===== src/rtl/icache_fetch_ctrl.sv =====
// Fetch sequencer: issues one 128-bit line per cycle from the combinational I-cache into the fetch queue.
// Latency: issue in cycle N, queue write in cycle N+1. Backpressure: fq_full stalls issue, and redirect overrides everything.
module icache_fetch_ctrl #(
    parameter logic [31:0] PC_LIMIT = 32'h3FF,
    parameter int          CNT_W    = 16
) (
    input  logic             clk,
    input  logic             rst_n,
    input  logic             start,
    input  logic [31:0]      start_pc,
    input  logic             redirect_valid,
    input  logic [31:0]      redirect_pc,
    input  logic             fq_full,
    output logic             fq_wr_en,
    output logic [127:0]     fq_wr_data,
    output logic [3:0]       fq_wr_mask,
    output logic [31:0]      fq_wr_pc,
    output logic [31:0]      ic_pc,
    output logic             ic_rd_en,
    output logic             ic_abort,
    input  logic [127:0]     ic_dout,
    input  logic             ic_dout_valid,
    output logic             fault,
    output logic             busy,
    output logic [CNT_W-1:0] line_cnt
);

    localparam logic [1:0] S_IDLE  = 2'd0;
    localparam logic [1:0] S_FETCH = 2'd1;
    localparam logic [1:0] S_FAULT = 2'd2;

    logic [1:0]  state_q;
    logic [31:0] pc_q;
    logic        issue;
    logic        redirect_take;
    logic        pc_over;
    logic [31:0] pc_next_line;

    assign pc_over       = pc_q > PC_LIMIT;
    assign redirect_take = redirect_valid && (state_q != S_IDLE);
    assign issue         = (state_q == S_FETCH) && !redirect_valid && !fq_full && !pc_over;
    assign pc_next_line  = {pc_q[31:4] + 28'd1, 4'h0};

    assign ic_pc    = pc_q;
    assign ic_rd_en = issue;
    assign ic_abort = redirect_take;
    assign busy     = state_q != S_IDLE;

    always_ff @(posedge clk or negedge rst_n) begin
        if (!rst_n) begin
            state_q    <= S_IDLE;
            pc_q       <= 32'h0;
            line_cnt   <= '0;
            fq_wr_en   <= 1'b0;
            fq_wr_data <= 128'h0;
            fq_wr_mask <= 4'h0;
            fq_wr_pc   <= 32'h0;
            fault      <= 1'b0;
        end else begin
            fq_wr_en <= 1'b0;
            if (state_q == S_IDLE) begin
                if (redirect_valid) begin
                    pc_q    <= redirect_pc;
                    state_q <= S_FETCH;
                end else if (start) begin
                    pc_q    <= start_pc;
                    state_q <= S_FETCH;
                end
            end else if (redirect_take) begin
                pc_q    <= redirect_pc;
                fault   <= 1'b0;
                state_q <= S_FETCH;
            end else if (state_q == S_FETCH) begin
                if (pc_over) begin
                    fault   <= 1'b1;
                    state_q <= S_FAULT;
                end else if (issue) begin
                    if (ic_dout_valid) begin
                        fq_wr_en   <= 1'b1;
                        fq_wr_data <= ic_dout;
                        fq_wr_pc   <= {pc_q[31:4], 4'h0};
                        // Slots below the entry point of an unaligned target are not valid.
                        fq_wr_mask <= 4'hF << pc_q[3:2];
                        pc_q       <= pc_next_line;
                        if (line_cnt != {CNT_W{1'b1}})
                            line_cnt <= line_cnt + CNT_W'(1);
                    end else begin
                        fault   <= 1'b1;
                        state_q <= S_FAULT;
                    end
                end
            end
        end
    end

endmodule


===== config.mk =====
export PLATFORM = sky130hd
export DESIGN_NAME = icache_fetch_ctrl
export DESIGN_NICKNAME = d
export VERILOG_FILES = /design/src/rtl/icache_fetch_ctrl.sv
export SDC_FILE = /design/constraint.sdc
export NUM_CORES = 1
export LEC_CHECK = 0
export ABC_AREA = 1
export BUFFER_PORTS_ARGS = -buffer_cell sky130_fd_sc_hd__clkbuf_2
export CAP_MARGIN = 40
export CORE_AREA = 2 2 160 162
export CTS_BUF_LIST = sky130_fd_sc_hd__clkbuf_4 sky130_fd_sc_hd__clkbuf_8
export DETAILED_ROUTE_END_ITERATION = 8
export DIE_AREA = 0 0 162 164
export PLACE_DENSITY = 0.68
export SLEW_MARGIN = 20
export SYNTH_ARGS = -nofsm -noshare
export SYNTH_HDL_FRONTEND = slang
export SYNTH_SLANG_ARGS = --single-unit

===== constraint.sdc =====
create_clock -name clk -period 4.95 [get_ports clk]
set_input_delay 0.99 -clock clk [delete_from_list [all_inputs] [get_ports clk]]
set_output_delay 0.99 -clock clk [all_outputs]
set_load 0.02 [all_outputs]

Word level (Yosys, flattened, before mapping)

Index checks and enable logic that the tools add are counted.

Memories kept: 0
Output and inout bits: 217
RAM bits: 0
Memory bits (read-only): 0
Bits in latches: 0
Input port bits: 198
Logic and storage cells: 68
Bits in registers: 212

$lt $le $gt $ge: 1
$mul: 0
Add/subtract/negate cells: 2
Reduce and logical (&&, ||, !) cells: 20
Equal/unequal tests: 6
Bitwise gates (word level): 3
Muxes and demuxes: 27
Shifts and indexed selects: 1
Divide/modulo/power cells: 0

Operators with widths:

| operator                                                                          | number |
|---|---|
| 32-bit two-way mux                                                                | 8 |
| 32-bit by 10-bit greater-than comparator with 1-bit output, second input constant | 1 |
| 28-bit by 1-bit adder with 28-bit output, second input constant                   | 1 |
| 16-bit by 1-bit adder with 16-bit output, second input constant                   | 1 |
| 2-bit two-way mux                                                                 | 8 |
| 16-bit != test, second input constant                                             | 1 |
| 3-bit nonzero test                                                                | 4 |
| 1-bit two-way mux                                                                 | 11 |
| 4-bit AND reduction                                                               | 2 |
| 7-bit AND reduction                                                               | 1 |
| 3-bit by 2-bit != test with 1-bit output, second input constant                   | 2 |
| 6-bit AND reduction                                                               | 1 |
| 5-bit AND reduction                                                               | 1 |
| 1-bit logical AND                                                                 | 4 |
| 4-bit by 2-bit != test with 1-bit output, second input constant                   | 1 |
| 2-bit nonzero test                                                                | 2 |
| 4-bit nonzero test                                                                | 1 |
| 4-bit by 2-bit << shifter with 4-bit output, first input constant                 | 1 |
| 1-bit zero test                                                                   | 3 |
| 3-bit != test, second input constant                                              | 1 |
| 1-bit NOT                                                                         | 3 |
| 2-bit by 1-bit == test with 1-bit output, second input constant                   | 1 |
| 2-bit zero test                                                                   | 1 |

Longest topological paths before layout

Gate-level depths: netlist of run 1.

Depth after elaboration: 9
Depth in mapped cells: 13
Gate-level depth less buffers: 12

Worst setup path before layout of run 1

OpenSTA, ideal clock, no wires.

Path kind: input to output
Start point: input redirect_valid
End point: output ic_abort
Path buffers: 2
Arrival: 1.872 ns
Cell stages on the path: 4
Path slack: 2.088 ns
Required time: 3.960 ns
Path through: buf_2 clkinv_1 clkbuf_1 nor2_1

Longest elaborated chain between the ends: 1

Ends and longest elaborated chain:

| element           | RTL line | source |
|---|---|---|
| start, declared   | 11       | `input logic redirect_valid,` |
| 1-bit logical AND | 40       | `assign redirect_take = redirect_valid && (state_q != S_IDLE);` |
| end, declared     | 20       | `output logic ic_abort,` |

Every way passes these cells.

Worst setup path after layout of run 1

Same ends and word-level chain as after synthesis.

==> impl.org, run 1 <==
** Outcome
- The run finished with clean final reports.

** Yosys
- Sequential-to-total area share from yosys stat :: 0.540
- Among all cell types in the netlist, the one instantiated most often is sky130_fd_sc_hd__nand2_1.
- Number of warnings reported in the yosys synthesis log :: 0
- Leading post-synthesis cells by instance count :: sky130_fd_sc_hd__nand2_1, sky130_fd_sc_hd__dfrtp_1, sky130_fd_sc_hd__nor2_1
- The share of synthesized area in the top cell type comes to 0.540.
- Post-synth EDFFs :: 0
- After synthesis the cells add up to between 9000 and 10,000 µm².
- Leading area contributor after synthesis :: sky130_fd_sc_hd__dfrtp_1
- Gate count of the mapped netlist :: 1,274
- Syn Area/Cell :: slightly below 8 µm²
- Synthesis inferred around 210 register bits.
- The synthesized netlist contains 33 unique library cells.
- For this run, the leading register cell type out of synthesis is sky130_fd_sc_hd__dfrtp_1.
- Synth async-reset ratio :: 1.00
- After synthesis, the cell types taking the most area are sky130_fd_sc_hd__dfrtp_1, sky130_fd_sc_hd__nand2_1, sky130_fd_sc_hd__nor2_1, sky130_fd_sc_hd__nand3_1, sky130_fd_sc_hd__inv_1.

** Placed design
- Detail Placement HPWL :: just over 20,000 µm
- Number of buffers added on ports :: 410
- RePlAce Congestion :: ~0.92

** Detailed routing
- Total via count after detailed routing :: 9,488
- Wire per inst :: 14.2 µm
- Total wire length :: 28,900 µm
- Routed Antenna Nets :: 0
- For this block, the initial DRC count from the detailed router was 688.
- The first TritonRoute pass finished after 5 iterations.
- DRC errors left :: 0
- Average via count per standard cell :: between 4 and 5

** Timing
- Slew margin rel. :: 0.473
- Shortest clock period the worst path allows after layout :: 3.18 ns
- Fmax achieved :: 0.315 GHz
- Dividing the final minimum period by the clock period gives 0.641.
- Setup TNS :: 0 ns
- The count of final hold-check violations was 0.
- Worst clock skew on the final layout :: 0.0173 ns
- For the pin with the worst max-slew slack, the measured transition is 0.791 ns.
- RSZ-0062 raised after global routing :: no
- Final setup vio count :: 0
- Slew Limit Fails :: 0

** Final layout
- Reg area :: 5310 µm²
- Filler cell count :: 2,466
- Post-layout util :: 0.518
- Summing all multi-input logic gate instances after layout gives 3950 µm².
- Share of cells above drive strength 1 :: 0.290
- Area growth, synth to finish :: 31.0%
- In the final design database the tool counted 1,878 nets.

** Worst setup path
- The largest single stage delay on the critical path is 0.60 ns.
- STA classifies the critical path startpoint as an input pin.
- Of all nets on the critical path, the largest fanout is 40.
- Cell repeated most along the worst path :: sky130_fd_sc_hd__clkbuf_2
- STA puts the critical path data required time at around 4.0 ns.
- The worst setup path is of the in2out kind.
- For the worst setup path, the data arrival time is 2.19 ns.
- The worst setup path is captured at a primary output.
- Cell breakdown of the critical path :: clkbuf_2, clkinv_1, nor2_1, clkbuf_2
- Flop2flop setup slack :: 2.37 ns
- Cell type of the slowest stage on the worst timing path :: sky130_fd_sc_hd__clkbuf_2

** Flow run
- Count of maximum capacitance violations :: 0

** Floorplanning
- Floorplan row count :: 58
- The floorplan step set the die height to 164 µm.
- Num ports :: 415
- Floorplan core area :: 24,800 µm²
- Width of the die :: 162 µm
- Die area :: 26,600 µm²
- Initial Utilization :: 0.396

** Global route
- Across every metal layer, demand over resource in global routing totals 0.213.
- The number of global-route vias before repair came to between 8,000 and 9,000.
- First-pass GRT wire length :: roughly 46,000 µm
- Antenna violations before repair :: 1
- Entering global routing, the biggest net connects 154 pins.
- For this run the aggregate overflow at the end of global routing stands at 0.

** Power and ir drop
- Summed over all cells, the static leakage comes to 0.00758 µW.
- Worst IR drop on VDD :: 0.160 mV
- Dividing total power by cell area gives a power density of roughly 350 nW/µm².

** CTS
- CTS sink count :: 212
- The later pin in the worst-skew pair is clocked with a latency of 0.51 ns.
- Cts repair resizes :: 0
- Total number of H-tree levels :: 2
- CTS tree :: yes
- Post-CTS setup buffer count :: 0
- # hold bufs at CTS :: 0
- Reg clk slew, reported paths :: 0.06 ns
- Buffers from clock root to sink, at most :: 3
- The root buffer cell chosen for the clock tree is sky130_fd_sc_hd__clkbuf_8.
- In this run, CTS created clock tree buffers numbering 38.

** Hold path
- The worst hold path belongs to the class in2async.
[power by group]
| part | switching, µW | total, µW | leakage, µW | internal, µW |
|---|---|---|---|---|
| clock network | 702 | 1680 | 0.000430 | 977 |
| registers | 174 | 2000 | 0.00280 | 1830 |
| logic | 524 | 801 | 0.00435 | 277 |
| total | 1400 | 4480 | 0.00758 | 3080 |
[stage by stage]
step                total power [µW]  std cells  hold WS, ns  setup WS, ns  cell area [µm²]
floorplan                       2460       1277        0.544          2.09             9830
global placement                2820       1968        0.455          1.82            12100
detailed placement              2840       1968        0.457          1.77            12100
CTS                             4550       2035        0.412          1.79            12900
global route                    4740       2035        0.425          1.68            12900
finish                          4480       2036        0.405          1.77            12900
[path summary, 6_finish.rpt]
path	depth (start not counted)	startpoint	to
max reg2reg	9	ic_pc[24]	ic_pc[26]
min reg2reg	1	fq_wr_mask[3]	fq_wr_mask[3]
min	1	rst_n	ic_pc[21]
min in group clk	1	fq_wr_mask[3]	fq_wr_mask[3]
max in group asynchronous	2	rst_n	fq_wr_data[75]
max	4	redirect_valid	ic_abort
[cells by family after synthesis]
logic type,count (synthesis),synth area share
simple gates,875,0.353
flops,212,0.540
buf+inv,117,0.0601
compound gates,47,0.0264
xor+xnor,20,0.0178
fa+ha+maj,2,0.00255
other cells,1,0.000382
[final cells by class]
cell class | instances | area share
diodes | 1 | 0.000195
clock buffers | 62 | 0.0595
clock inverters | 5 | 0.00224
inverters | 58 | 0.0173
multi-input cells | 948 | 0.307
flip-flops and latches | 212 | 0.412
well taps | 330 | 0.0321
repair buffers | 420 | 0.169
[critical path: cells and delay by family]
kind,cells,cell delay [ns]
simple gates,1,0.19
buf+inv,3,1.01
[metal layers]
layer  global-route usage  share of wire  vias to the layer above  wire (µm)
met5                    0              0                        -          0
met4               0.0660          0.025                        0        722
met3               0.0480          0.075                       52       2180
met2                0.365           0.48                      373      13900
met1                0.268           0.42                     4327      12100
li1                     -              -                     4736          -
[state kept, by name, indices dropped and copies added, names as in the netlist]
signal and cells:
fq_wr_en 1, fq_wr_data 128, state_q 2, line_cnt 16, fq_wr_pc 28, fq_wr_mask 4, ic_pc 32, fault 1
[placed cells by master, fill, tap and decap left out, types with 7 or more instances in the layout]
master and count:
sky130_fd_sc_hd__a21oi_1 22, sky130_fd_sc_hd__buf_4 7, sky130_fd_sc_hd__clkbuf_2 409, sky130_fd_sc_hd__clkbuf_4 14, sky130_fd_sc_hd__clkbuf_8 48, sky130_fd_sc_hd__dfrtp_1 212, sky130_fd_sc_hd__inv_1 55, sky130_fd_sc_hd__nand2_1 658
sky130_fd_sc_hd__nand3_1 70, sky130_fd_sc_hd__nand3b_1 10, sky130_fd_sc_hd__nand4_1 9, sky130_fd_sc_hd__nor2_1 112, sky130_fd_sc_hd__nor3_1 10, sky130_fd_sc_hd__o21ai_0 12, sky130_fd_sc_hd__xnor2_1 10, sky130_fd_sc_hd__xor2_1 10
(Power assumes the default switching activity.)
==> inputs of run 2 (changes only) <==
- PLACE_DENSITY: 0.68 -> 0.71
- clock period: 4.95 -> 2.8 ns (I/O delays scaled with it)
==> run 2 against run 1 <==
Global-route usage up 0.21 points; critical path depth rose by 3; flip-flop and latch count did not move; sequential share of layout area increased by 0.21 points; count of clock-buffer cells in the layout down 12; total power up 70%; clock power increased by 55%; wire length up 2.0%; combinational power up 81%; register-to-register slack worse by 2.0 ns; utilization shrank 0.26 points; highest routed layer is now met5.
==> impl.org, run 2 (synthesis gave the netlist of run 1 again) <==
** Outcome
- Outcome :: completed

** Floorplanning
- Width of the die :: roughly 160 µm
- The total area inside the core boundary comes to 24,800 µm².
- The initial utilization of the core area, before any placement, comes to 0.396.
- Y dimension of the die :: around 160 µm
- 415 I/O pins were placed.
- The initialized floorplan defines 58 standard-cell rows.
- The die covers 26,600 µm².

** Timing
- Headroom to the max-slew limit came out at 0.589.
- The final number of max-transition violations came to 0.
- Summed over all failing endpoints, the final setup total negative slack is 0 ns.
- The count of final hold-check violations is 0.
- Worst clock skew on the final layout :: 0.0223 ns
- Post-route worst setup slack :: 0.329 ns
- Setup violations remaining at the end of the flow were counted as 0.
- Shortest clock period the worst path allows after layout :: 2.47 ns
- Setup repair after global routing left no endpoint under its margin.
- Derived from the worst setup path, the maximum achievable clock frequency is about 0.4 GHz.
- Transition time at the pin with the least slew margin :: 0.616 ns
- Share of the clock period used by the worst path after layout :: 0.883

** Global route
- For this run, the total global-route usage over all layers was measured as 0.215.
- Entering global routing, the biggest net connects between 70 and 80 pins.
- First-pass GRT wire length :: 45,700 µm
- Residual overflow from global routing :: 0
- Vias in the first global route :: just over 9,000
- Antenna violations before repair :: 1

** Worst setup path
- Setup crit start :: ic_pc[25]
- CP Launch Type :: flop
- Number of cells on the worst reg-to-reg path :: 10
- STA puts the critical path data required time at 2.24 ns.
- The critical path goes through or2_0, nor2_1, nand2_1, nor2_4, nand3_1, inv_1, clkbuf_2.
- STA classifies the critical path endpoint as a primary output.
- Among all stages on the critical path, the largest delay is contributed by sky130_fd_sc_hd__dfrtp_1.
- Flop2flop setup slack :: 0.42 ns
- Highest fanout seen on the critical path :: 7
- Stage delay of the slowest cell on the critical path :: ~0.44 ns
- CP Data Arrival Time :: 1.91 ns
- The critical path is of the reg2out type.
- End of the worst register-to-register path :: line_cnt[14]
- Critical R2R Launch :: ic_pc[25]

** Final layout
- Post-layout util :: 0.516
- Of the cells placed in the final design, the portion with a size suffix greater than 1 is 0.288.
- Largest Register :: fq_wr_data
- Final Non-Filler Cells :: a little over 2,000
- Flip-flop count of the largest register, all copies and words added :: 128
- In the final design database the tool counted 1,885 nets.
- Area growth, synth to finish :: 30.3%
- The top cell types in the final layout, fill and taps aside, are sky130_fd_sc_hd__nand2_1, sky130_fd_sc_hd__clkbuf_2, sky130_fd_sc_hd__dfrtp_1.
- Commonest non-fill, non-tap cell in the layout :: sky130_fd_sc_hd__nand2_1
- Antenna Diode Count :: 0

** Placed design
- The number of placed instances, taps included, is 1,977.
- RePlAce Congestion :: 0.946
- Timing analysis after detailed placement gives a worst setup slack of 0.334 ns.
- Buffers placed on the I/O ports in this run total 410.
- After legalization and detailed placement, the total HPWL measured 21,800 µm.

** Detailed routing
- The first routing iteration left 655 violations.
- Average via count per standard cell :: approximately 4.7
- Before antenna repair, the detailed router went through 5 iterations.
- In the routed design, unresolved DRC markers number 0.
- Total via count after detailed routing :: 9,517
- Routed Antenna Nets :: 0
- In the final routed layout, each cell accounts on average for 14.5 µm.
- Total wire length :: 29,500 µm

** CTS
- TritonCTS Buffers :: 36
- Buffers from clock root to sink, at most :: 3
- After clock tree synthesis, the clock-pin slew on the worst setup and hold paths is 0.06 ns.
- The clock net in this run drives a total of approximately 210 sinks.
- # hold bufs at CTS :: 0
- The H-tree was split into 2 levels.
- Once the clock tree was built, the setup fixing pass inserted 0 buffers.
- TritonCTS built the clock tree.
- For the worst-skew pair, the clock arrives at the later sink with an insertion delay of 0.51 ns.
- In this run the clock root is driven by a sky130_fd_sc_hd__clkbuf_8.
- The number of gates resized after CTS was 0.

** Power and ir drop
- Seq pwr share :: 0.466
- Worst IR drop on VDD :: 0.341 mV
- The internal power of the cells totals 5160 µW.
- Of the total power, combinational logic draws 0.191.
- Switching portion of total power :: 0.322
- Of the total power, the clock network draws 0.343.
- In this run the power spent charging and discharging nets is 2450 µW.
- LEAKAGE :: around 0.0075 µW
- Power density over cell area :: 594 nW/µm²

** Flow run
- Count of maximum capacitance violations :: 0

** Hold path
- The worst hold path belongs to the class in2async.
==> run 2: final cells by class <==
type | instances | area [µm²]
clock buffer | 50 | 619
clock inverter | 5 | 33.8
fill | 2449 | 12000
inverter | 58 | 223
multi-input combinational | 948 | 3950
sequential | 212 | 5310
tap | 330 | 413
timing repair buffer | 429 | 2250
==> run 2: metal layers <==
layer	vias to the layer above	global-route usage	share of wire
met5	-	0	0.00054
met4	2	0.0744	0.028
met3	61	0.0604	0.077
met2	362	0.364	0.48
met1	4351	0.264	0.42
li1	4741	-	-
==> run 2: worst max-delay path by stage <==
stage	slack [ns]	to	cells past startpoint
after floorplan	0.80	ic_abort	4
after global placement	0.37	line_cnt[1]	8
after detailed placement	0.33	line_cnt[9]	8
after CTS	0.29	ic_rd_en	7
after global routing	0.14	line_cnt[10]	11
final	0.33	ic_rd_en	7
==> run 2: per-stage QoR <==
| step | area (µm²) | hold slack [ns] | power [µW] |
|---|---|---|---|
| floorplan | 9830 | 0.264 | 4350 |
| global placement | 12100 | 0.456 | 5020 |
| detailed placement | 12100 | 0.464 | 5050 |
| CTS | 12800 | 0.00480 | 7710 |
| global route | 12800 | 0.0283 | 8040 |
| finish | 12800 | 0.00864 | 7610 |
==> run 2: worst max-delay path, delay by kind of cell, from the launching register on <==
| kind | cells | cell delay [ns] |
|---|---|---|
| buffers and inverters | 2 | 0.23 |
| DFF | 1 | 0.44 |
| and+or+nand+nor | 5 | 0.73 |
==> run 2: power groups by stage <==
stage / Clock (µW) / Combinational (µW) / Sequential (µW)
after global placement: 0 / 1450 / 3580
final: 2610 / 1450 / 3540
after global routing: 2850 / 1620 / 3580
after CTS: 2710 / 1460 / 3540
after floorplan: 0 / 644 / 3700
after detailed placement: 0 / 1460 / 3590
